### src/rtl/adder_accumulator.sv
// Frame accumulator that drives an external combinational adder and registers
// its sum, counting carry-outs and beats until the last beat of each frame.
module adder_accumulator #(
  parameter int WIDTH      = 8,
  parameter int CNT_WIDTH  = 4,
  parameter int BEAT_WIDTH = 8
) (
  input  logic                  clk,
  input  logic                  rst,
  input  logic                  in_valid,
  output logic                  in_ready,
  input  logic [WIDTH-1:0]      in_data,
  input  logic                  in_cin,
  input  logic                  in_last,
  output logic [WIDTH-1:0]      add_a,
  output logic [WIDTH-1:0]      add_b,
  output logic                  add_cin,
  input  logic [WIDTH-1:0]      add_sum,
  input  logic                  add_cout,
  output logic                  out_valid,
  input  logic                  out_ready,
  output logic [WIDTH-1:0]      out_sum,
  output logic [CNT_WIDTH-1:0]  out_carries,
  output logic                  out_carry_sat,
  output logic [BEAT_WIDTH-1:0] out_beats
);

  typedef enum logic {ACCUM, RESULT} state_t;

  state_t                state_q, state_d;
  logic [WIDTH-1:0]      acc_q, acc_d;
  logic [CNT_WIDTH-1:0]  carries_q, carries_d;
  logic                  carry_sat_q, carry_sat_d;
  logic [BEAT_WIDTH-1:0] beats_q, beats_d;
  logic                  accept;

  assign add_a   = acc_q;
  assign add_b   = in_data;
  assign add_cin = in_cin;

  assign in_ready  = (state_q == ACCUM);
  assign out_valid = (state_q == RESULT);
  assign accept    = in_valid && in_ready;

  always_comb begin
    state_d     = state_q;
    acc_d       = acc_q;
    carries_d   = carries_q;
    carry_sat_d = carry_sat_q;
    beats_d     = beats_q;
    if (accept) begin
      acc_d = add_sum;
      if (add_cout) begin
        if (carries_q == '1) carry_sat_d = 1'b1;
        else                 carries_d   = carries_q + CNT_WIDTH'(1);
      end
      if (beats_q != '1) beats_d = beats_q + BEAT_WIDTH'(1);
      if (in_last) state_d = RESULT;
    end
    if (out_valid && out_ready) begin
      state_d     = ACCUM;
      acc_d       = '0;
      carries_d   = '0;
      carry_sat_d = 1'b0;
      beats_d     = '0;
    end
  end

  always_ff @(posedge clk) begin
    if (rst) begin
      state_q     <= ACCUM;
      acc_q       <= '0;
      carries_q   <= '0;
      carry_sat_q <= 1'b0;
      beats_q     <= '0;
    end else begin
      state_q     <= state_d;
      acc_q       <= acc_d;
      carries_q   <= carries_d;
      carry_sat_q <= carry_sat_d;
      beats_q     <= beats_d;
    end
  end

  assign out_sum       = acc_q;
  assign out_carries   = carries_q;
  assign out_carry_sat = carry_sat_q;
  assign out_beats     = beats_q;

endmodule
### config.mk
export PLATFORM = sky130hd
export DESIGN_NAME = adder_accumulator
export DESIGN_NICKNAME = d
export VERILOG_FILES = /design/src/rtl/adder_accumulator.sv
export SDC_FILE = /design/constraint.sdc
export NUM_CORES = 1
export LEC_CHECK = 0
export CAP_MARGIN = 20
export CORE_UTILIZATION = 37
export CTS_CLUSTER_SIZE = 12
export DETAILED_ROUTE_END_ITERATION = 7
export GPL_TIMING_DRIVEN = 0
export PLACE_DENSITY = 0.84
export SKIP_LAST_GASP = 1
export SYNTH_ARGS = -nofsm -noshare
export SYNTH_HDL_FRONTEND = slang
export SYNTH_SLANG_ARGS = --single-unit
export TNS_END_PERCENT = 30
### constraint.sdc
create_clock -name clk -period 1.8 [get_ports clk]
set_input_delay 0.54 -clock clk [delete_from_list [all_inputs] [get_ports clk]]
set_output_delay 0.54 -clock clk [all_outputs]
set_load 0.005 [all_outputs]
# ---- After elaboration in Yosys (flattened, before gate mapping)
# Cells that the tools add are included.
dict set report op_classes {
  add_sub_neg 2
  eq_ne 2
  n_reduce_logical 7
  bitwise_logic 2
}
# operator count
set op_table {}
lappend op_table {{adder 8 x 1 -> 8 bit, second input constant} 1}
lappend op_table {{!= test 8 bit, second input constant} 1}
lappend op_table {{AND reduction 3 bit} 2}
lappend op_table {{adder 4 x 1 -> 4 bit, second input constant} 1}
lappend op_table {{equality test 4 bit, second input constant} 1}
lappend op_table {{AND reduction 2 bit} 2}
lappend op_table {{logical AND 1 bit} 2}
lappend op_table {{NOT 1 bit} 2}
lappend op_table {{OR reduction 2 bit} 1}
dict set report word_totals {
  reg_bits 22
  inputBits 23
  out_inout_bits 40
  elab_cells 18
}

# ---- Depth between registers and ports, before layout
# Gate-level depths: netlist (run 1).
dict set report depth {
  word_depth 3
  mapped_depth 5
  ltp_nobuf 5
}

# ---- Worst setup path before layout (run 1)
# Ideal clock, no wire load.
dict set report synth_timing {
  path_type {input to register}
  from {in in_valid}
  to {reg beats_q[3] (netlist: out_beats[3])}
  path_stages 4
  path_slack_ns 0.446
  setup_ns 0.070
  path_buffers 0
  t_arrival_ns 1.284
  cell_sequence {nand2b_4 -> or2_1 -> or3_1 -> a21oi_1}
}
dict set report synth_between {
  elab_chain_len 2
}
# element line_no
set synth_lines {}
lappend synth_lines {{start, declared} 10} ;# input logic in_valid,
lappend synth_lines {{logical AND 1 bit} 43} ;# assign accept = in_valid && in_ready;
lappend synth_lines {{AND reduction 2 bit (no line)} -}
lappend synth_lines {{end signal, assigned} 81} ;# beats_q <= beats_d;
lappend synth_lines {{end, declared} 34} ;# logic [BEAT_WIDTH-1:0] beats_q, beats_d;
# No other way between the ends.
# A chain may end at the register's enable or synchronous reset.

# ---- Worst setup path in the final report (run 1)
dict set report layout_timing {
  from {reg carries_q[3] (netlist: out_carries[3])}
  to {out out_carries[3]}
}
# element line_no
set layout_rtl {}
lappend layout_rtl {{start, declared} 32} ;# logic [CNT_WIDTH-1:0] carries_q, carries_d;
lappend layout_rtl {{start signal, assigned} 79} ;# carries_q <= carries_d;
lappend layout_rtl {{end, declared} 23} ;# output logic [CNT_WIDTH-1:0] out_carries,
# No word-level cell between the ends.

==> results of run 1 <==
## metal layers
layer | vias up | GRT usage | wire length, um
met2 | 65 | 0.2874 | 1245
met3 | 7 | 0.03279 | 205
met4 | 0 | 0.1071 | 62
li1 | 536 | - | -
met5 | - | 0 | 0
met1 | 481 | 0.1728 | 1114
## where the power goes
group	internal, mW	switching, mW	total, mW	leakage (nW)
registers	0.510	0.0185	0.528	0.185
logic	0.145	0.0756	0.220	0.533
clock network	0.124	0.154	0.277	0.0210
## worst reg2reg max path: cells and delay by family (launching register included)
kind                     cells  cell delay [ps]
flip-flops                   1              410
adder cells (fa/ha/maj)      1              250
AO/OA/AOI/OAI                2              360
AND/OR/NAND/NOR              2              360
## area by class of cell
cell class | count | area share
Timing Repair Buffer | 54 | 0.3249
Sequential cell | 22 | 0.2715
Multi-Input combinational cell | 81 | 0.2685
Buffer | 21 | 0.08679
Tap cell | 30 | 0.02226
Clock buffer | 4 | 0.02151
Inverter | 2 | 0.004451
## sequential cells by signal (all words and copies together), names as in the netlist
signal and count:
add_a 8, out_beats 8, out_carries 4, out_carry_sat 1, out_valid 1
## metrics by stage
| step | hold WS, ps | instance area [um2] |
|---|---|---|
| after floorplan | 464.2 | 1047 |
| after global placement | 453.5 | 1615 |
| after detailed placement | 467.5 | 1615 |
| after CTS | 486.1 | 1657 |
| after global routing | 501.4 | 1687 |
| final | 471.1 | 1687 |
## how the worst max path moves through the flow
stage | startpoint | endpoint | cells after the start
after floorplan | in_valid | out_beats[3] | 4
after global placement | out_ready | out_valid | 5
after detailed placement | out_ready | out_valid | 5
after CTS | add_a[4] | out_sum[4] | 2
after global routing | out_beats[3] | out_beats[3] | 1
final | out_carries[3] | out_carries[3] | 1
## kinds of logic (layout without fill, tap and decap cells)
group | after synthesis | count (layout)
multiplexers | 1 | 1
AND/OR/NAND/NOR | 47 | 47
adder cells (fa/ha/maj) | 2 | 2
buffers and inverters | 23 | 81
XOR/XNOR | 2 | 2
AO/OA/AOI/OAI | 29 | 29
flip-flops | 22 | 22
## placed cells by master, fill, tap and decap left out
cell and instances:
or2_1 1, a31oi_1 2, a21oi_1 15, nand2_1 20, clkbuf_1 1, a211oi_1 3, mux2i_1 1, a311oi_1 1
clkbuf_4 3, dfxtp_2 14, nor2_1 10, buf_4 18, inv_1 2, ha_1 2, and4b_1 1, and4_1 2
and2b_1 1, o21a_1 1, a21o_1 1, and3_1 1, o21ai_0 4, buf_2 3, nand2b_4 1, nor3_1 1
a41o_1 2, clkbuf_8 1, or3_1 2, xor2_1 2, clkdlybuf4s50_1 49, nand3_1 7, dlymetal6s2s_1 4, dfxtp_1 8
## repair_timing
action,in CTS,in global routing
setup endpoints to repair,16,23
buffers inserted,0,1
resized for setup,4,14
hold buffers,0,0
==> impl_metrics.env, run 1 <==
export IMPL_placed_cells=209
export IMPL_ys_ff_latch=22
export IMPL_syn_to_final_growth_pct=61.05
export IMPL_htreeDepth=1
export IMPL_pin_count=63
export IMPL_crit_type="register to output pin"
export IMPL_synth_area_mux_share=0.009558
export IMPL_path_clk_slew_ps=120
export IMPL_cp_slowest_stage_delay_ps=530
export IMPL_setup_ws_ps=-21.11
export IMPL_antenna_found_initial=0
export IMPL_ant_nets=0
export IMPL_vias=1089
export IMPL_fp_dieH_um=55.20
export IMPL_grt_pass1_vias=952
export IMPL_r2r_slack_ps=330
export IMPL_wl_um=2627
export IMPL_avgViaCountPerCell=5.089
export IMPL_clock_sinks=22
export IMPL_crit_buf_inv=1
export IMPL_io_buffers=53
export IMPL_worst_pin_slew_ps=459.7
export IMPL_synth_fp_nets=151
export IMPL_status="finished, violations left"
export IMPL_synth_simple_gate_area_frac=0.2162
export IMPL_drt_iter0_markers=18
export IMPL_synth_top_family_by_area="simple AND/OR/NAND/NOR gates"
export IMPL_rsz0062_at_grt="true"
export IMPL_finalHoldViolCount=0
export IMPL_r2r_start="out_beats[1]"
export IMPL_finish_utilization=0.6569
export IMPL_synth_main_ff_cell="dfxtp_1"
export IMPL_slew_violations=0
export IMPL_synth_most_common_cell="dfxtp_1"
export IMPL_rows=18
export IMPL_synth_xor_area_share=0.01673
export IMPL_syn_area_mm2=0.001047
export IMPL_crit_path_end_kind="output pin"
export IMPL_regArea_um2=457.9
export IMPL_die_x_um=55.20
export IMPL_drc=0
export IMPL_hold_class="register to register"
export IMPL_worstHoldStart="add_a[2]"
export IMPL_cts_buffer_depth=2
export IMPL_cts_made_buffers=3
export IMPL_cts_root_buf="clkbuf_4"
export IMPL_cp_start_kind="register"
export IMPL_worstPathCellList="clkdlybuf4s50_1"
export IMPL_synth_compound_area_share=0.1661
export IMPL_cp_slowest_cell="clkdlybuf4s50_1"
export IMPL_synth_top_area_share=0.4205
export IMPL_setup_viol=3
export IMPL_ys_top_cells_by_area="dfxtp_1 (42%), buf_4 (12%), a21oi_1 (7.2%)"
export IMPL_multi_input_area_um2=452.9
export IMPL_core_area_mm2=0.002567
export IMPL_powerDensity_mw_per_mm2=608.3
export IMPL_p_total_mw=1.026
export IMPL_cts_tree="yes"
export IMPL_synthCells=126
export IMPL_worst_path_dominant_cell_family="buffers and inverters"
export IMPL_fillCellCount=206
export IMPL_finalWorstPathRequiredPeriod_ps=1821
export IMPL_whs_endpoint="add_a[2]"
export IMPL_whs_path_depth=2
export IMPL_synth_top_cell_by_area="dfxtp_1"
export IMPL_synth_top_cells_by_count="dfxtp_1 (22), nand2_1 (20), buf_4 (17), a21oi_1 (15), nor2_1 (10)"
export IMPL_clk_latency_ps=320
export IMPL_first_pass_iters=4
export IMPL_nets=210
export IMPL_yosysSeqAreaShare=0.4205
export IMPL_crit_path_max_fanout=5
export IMPL_leakagePower_nw=0.7390
export IMPL_slew_headroom=0.6935
export IMPL_dp_hpwl_um=1993
export IMPL_synth_adder_area_share=0.02389
export IMPL_grtUsageTotal=0.1623
export IMPL_critPathArrivalTime_ps=1280
export IMPL_dieArea_mm2=0.003047
export IMPL_dp_slack_ps=-213.6
export IMPL_ir_drop_v=0.0004430
export IMPL_initial_core_util=0.4079
export IMPL_grt_max_degree=13
export IMPL_grt_pass1_wl_um=3974
export IMPL_async_flop_share=0
export IMPL_fin_tns_setup_ps=-24.06
export IMPL_fin_crit_sh=1.012
export IMPL_fmax_ghz=0.5491
export IMPL_gr_total_overflow=0
export IMPL_fin_cells=214
export IMPL_yosysUniqueCellTypes=27
export IMPL_wire_per_inst_um=12.28
export IMPL_antenna_cells=0
export IMPL_drive_gt1_frac=0.2174
export IMPL_synth_edff_count=0
export IMPL_skew_ps=5.755
export IMPL_regToRegEndpoint="out_beats[4]"
export IMPL_drv_cap=0
export IMPL_gp_congestion=0.7103
export IMPL_cp_data_required_time_ps=1260
export IMPL_violations="setup timing"
export IMPL_r2r_cells=5
export IMPL_ys_warn_count=0
export IMPL_post_synth_cell_area_avg_um2=8.312
No activity file was read; power rests on OpenSTA's default activity.
==> run 2: changes to the inputs <==
Settings changed: PLACE_DENSITY 0.84 to 0.83.
==> run 2 against run 1 <==
  * First-iteration DRC count decreased by 11%
  * Hold slack improved by 4.2 ps
  * The run still ends with setup timing left
  * Flip-flop and latch count did not move
  * Clock-buffer cell count stayed put
  * Highest routed layer unchanged
  * Register-to-register slack about the same
  * Clock power decreased by 3%
  * Combinational power hardly changed
  * Largest cell class unchanged
  * Non-clock buffer count shrank 1
  * Critical endpoint is now out_sum[7]
  * Critical path depth is 1 higher
  * Die area unchanged
  * Routed wire length increased by 1.7%
==> impl_metrics.env, run 2 (same netlist as run 1, synthesis figures left out) <==
export IMPL_violations="setup timing"
export IMPL_die_x_um=55.20
export IMPL_leakagePower_nw=0.7154
export IMPL_crit_type="register to output pin"
export IMPL_grt_pass1_wl_um=4360
export IMPL_vias=1115
export IMPL_finalWorstPathRequiredPeriod_ps=1809
export IMPL_cp_data_required_time_ps=1260
export IMPL_core_area_mm2=0.002567
export IMPL_clock_sinks=22
export IMPL_grt_max_degree=13
export IMPL_avgViaCountPerCell=5.235
export IMPL_nets=209
export IMPL_fmax_ghz=0.5527
export IMPL_ant_nets=0
export IMPL_drc=0
export IMPL_use_met3=0.05386
export IMPL_p_clk_frac=0.266
export IMPL_cts_root_buf="clkbuf_4"
export IMPL_fin_cells=213
export IMPL_antenna_cells=0
export IMPL_htreeDepth=1
export IMPL_fp_dieH_um=55.20
export IMPL_worstHoldStart="add_a[6]"
export IMPL_io_buffers=53
export IMPL_pwr_share_seq=0.520
export IMPL_path_clk_slew_ps=120
export IMPL_post_cts_buffers=0
export IMPL_r2r_start="out_beats[0]"
export IMPL_hold_class="register to register"
export IMPL_slew_violations=0
export IMPL_final_cell_mix="clkdlybuf4s50_1 (50), nand2_1 (20), buf_4 (17)"
export IMPL_crit_path_end_kind="output pin"
export IMPL_setup_viol=5
export IMPL_p_sw_frac=0.2380
export IMPL_use_met2=0.2995
export IMPL_drt_iter0_markers=16
export IMPL_worstPathCellList="buf_4 -> clkdlybuf4s50_1"
export IMPL_switchingPower_mw=0.2417
export IMPL_rows=18
export IMPL_first_pass_iters=4
export IMPL_grt_pass1_vias=995
export IMPL_worst_pin_slew_ps=467.5
export IMPL_final_common_cell="clkdlybuf4s50_1"
export IMPL_skew_ps=2.096
export IMPL_setup_ws_ps=-9.414
export IMPL_initial_core_util=0.4079
export IMPL_cts_buffer_depth=2
export IMPL_syn_to_final_growth_pct=59.50
export IMPL_wl_um=2671
export IMPL_r2r_cells=5
export IMPL_critPathArrivalTime_ps=1270
export IMPL_wire_per_inst_um=12.54
export IMPL_power_frac_comb=0.214
export IMPL_dieArea_mm2=0.003047
export IMPL_gr_total_overflow=0
export IMPL_whs_endpoint="add_a[6]"
export IMPL_status="finished, violations left"
export IMPL_finalHoldViolCount=0
export IMPL_crit_buf_inv=2
export IMPL_pin_count=63
export IMPL_cp_slowest_cell="clkdlybuf4s50_1"
export IMPL_ir_drop_v=0.0004020
export IMPL_p_int_mw=0.7737
export IMPL_clk_latency_ps=310
export IMPL_whs_path_depth=2
export IMPL_crit_path_max_fanout=3
export IMPL_cts_made_buffers=3
export IMPL_use_met1=0.1866
export IMPL_placed_cells=209
export IMPL_gr_max_usage_layer="met2"
export IMPL_rsz0062_at_grt="true"
export IMPL_dp_hpwl_um=2047
export IMPL_r2r_slack_ps=340
export IMPL_grtUsageTotal=0.1719
export IMPL_slew_headroom=0.6884
export IMPL_powerDensity_mw_per_mm2=607.9
export IMPL_cp_slowest_stage_delay_ps=480
export IMPL_fin_crit_sh=1.005
export IMPL_antenna_found_initial=0
export IMPL_gp_congestion=0.7419
export IMPL_regToRegEndpoint="out_beats[4]"
export IMPL_dp_slack_ps=-219.4
export IMPL_drv_cap=0
export IMPL_drive_gt1_frac=0.1858
export IMPL_cts_tree="yes"
export IMPL_cp_start_kind="register"
export IMPL_worst_path_dominant_cell_family="buffers and inverters"
[run 2: cell type report]
| class | count | area [um2] |
|---|---|---|
| fillers | 212 | 897.1 |
| inverters | 2 | 7.507 |
| repair buffers | 53 | 538.0 |
| clock buffers | 4 | 36.28 |
| plain buffers | 21 | 146.4 |
| well taps | 30 | 37.54 |
| flip-flops and latches | 22 | 451.7 |
| multi-input cells | 81 | 452.9 |
[run 2: worst max-delay path by stage]
| stage | start | end | slack, ps | depth (start not counted) |
|---|---|---|---|---|
| detailed placement | out_ready | out_valid | -220 | 5 |
| global route | out_beats[0] | out_beats[0] | -50 | 1 |
| finish | add_a[7] | out_sum[7] | -9 | 2 |
| global placement | out_ready | out_valid | -170 | 5 |
| CTS | add_a[4] | out_sum[4] | -30 | 2 |
| floorplan | in_valid | out_beats[3] | 450 | 4 |
[run 2: stage by stage]
step / cell area (um2) / hold WS (ps) / setup TNS (ps) / util / power, mW
after floorplan: 1047 / 464.2 / 0 / - / 0.6256
after global placement: 1615 / 453.5 / -2155 / 0.6291 / 0.7485
after detailed placement: 1615 / 458.1 / -2909 / 0.6291 / 0.7550
after CTS: 1657 / 483.2 / -124.0 / 0.6452 / 1.021
after global routing: 1670 / 500.9 / -383.2 / 0.6506 / 1.058
final: 1670 / 475.3 / -22.57 / 0.6506 / 1.015
[run 2: power by group through the flow]
| stage | clock network (mW) | logic, mW | registers (mW) |
|---|---|---|---|
| finish | 0.270 | 0.218 | 0.528 |
| floorplan | 0 | 0.0894 | 0.536 |
| global route | 0.291 | 0.236 | 0.531 |
| detailed placement | 0 | 0.218 | 0.537 |
| global placement | 0 | 0.213 | 0.535 |
| CTS | 0.276 | 0.219 | 0.526 |
[run 2: metal layers]
| metal | share of wire | vias to the layer above |
|---|---|---|
| met1 | 0.40 | 497 |
| li1 | - | 535 |
| met3 | 0.083 | 13 |
| met5 | 0 | - |
| met4 | 0.026 | 0 |
| met2 | 0.50 | 70 |
[run 2: timing repair]
| item | in CTS | in global routing |
|---|---|---|
| resized for setup | 4 | 8 |
| pin swaps | 0 | 0 |
| hold buffers | 0 | 0 |
| endpoints found under the setup margin | 16 | 19 |
[run 2: worst min-delay path, stage by stage (launching register included)]
cell	delay [ps]
dfxtp_2	340
nand2_1	50
a21oi_1	50
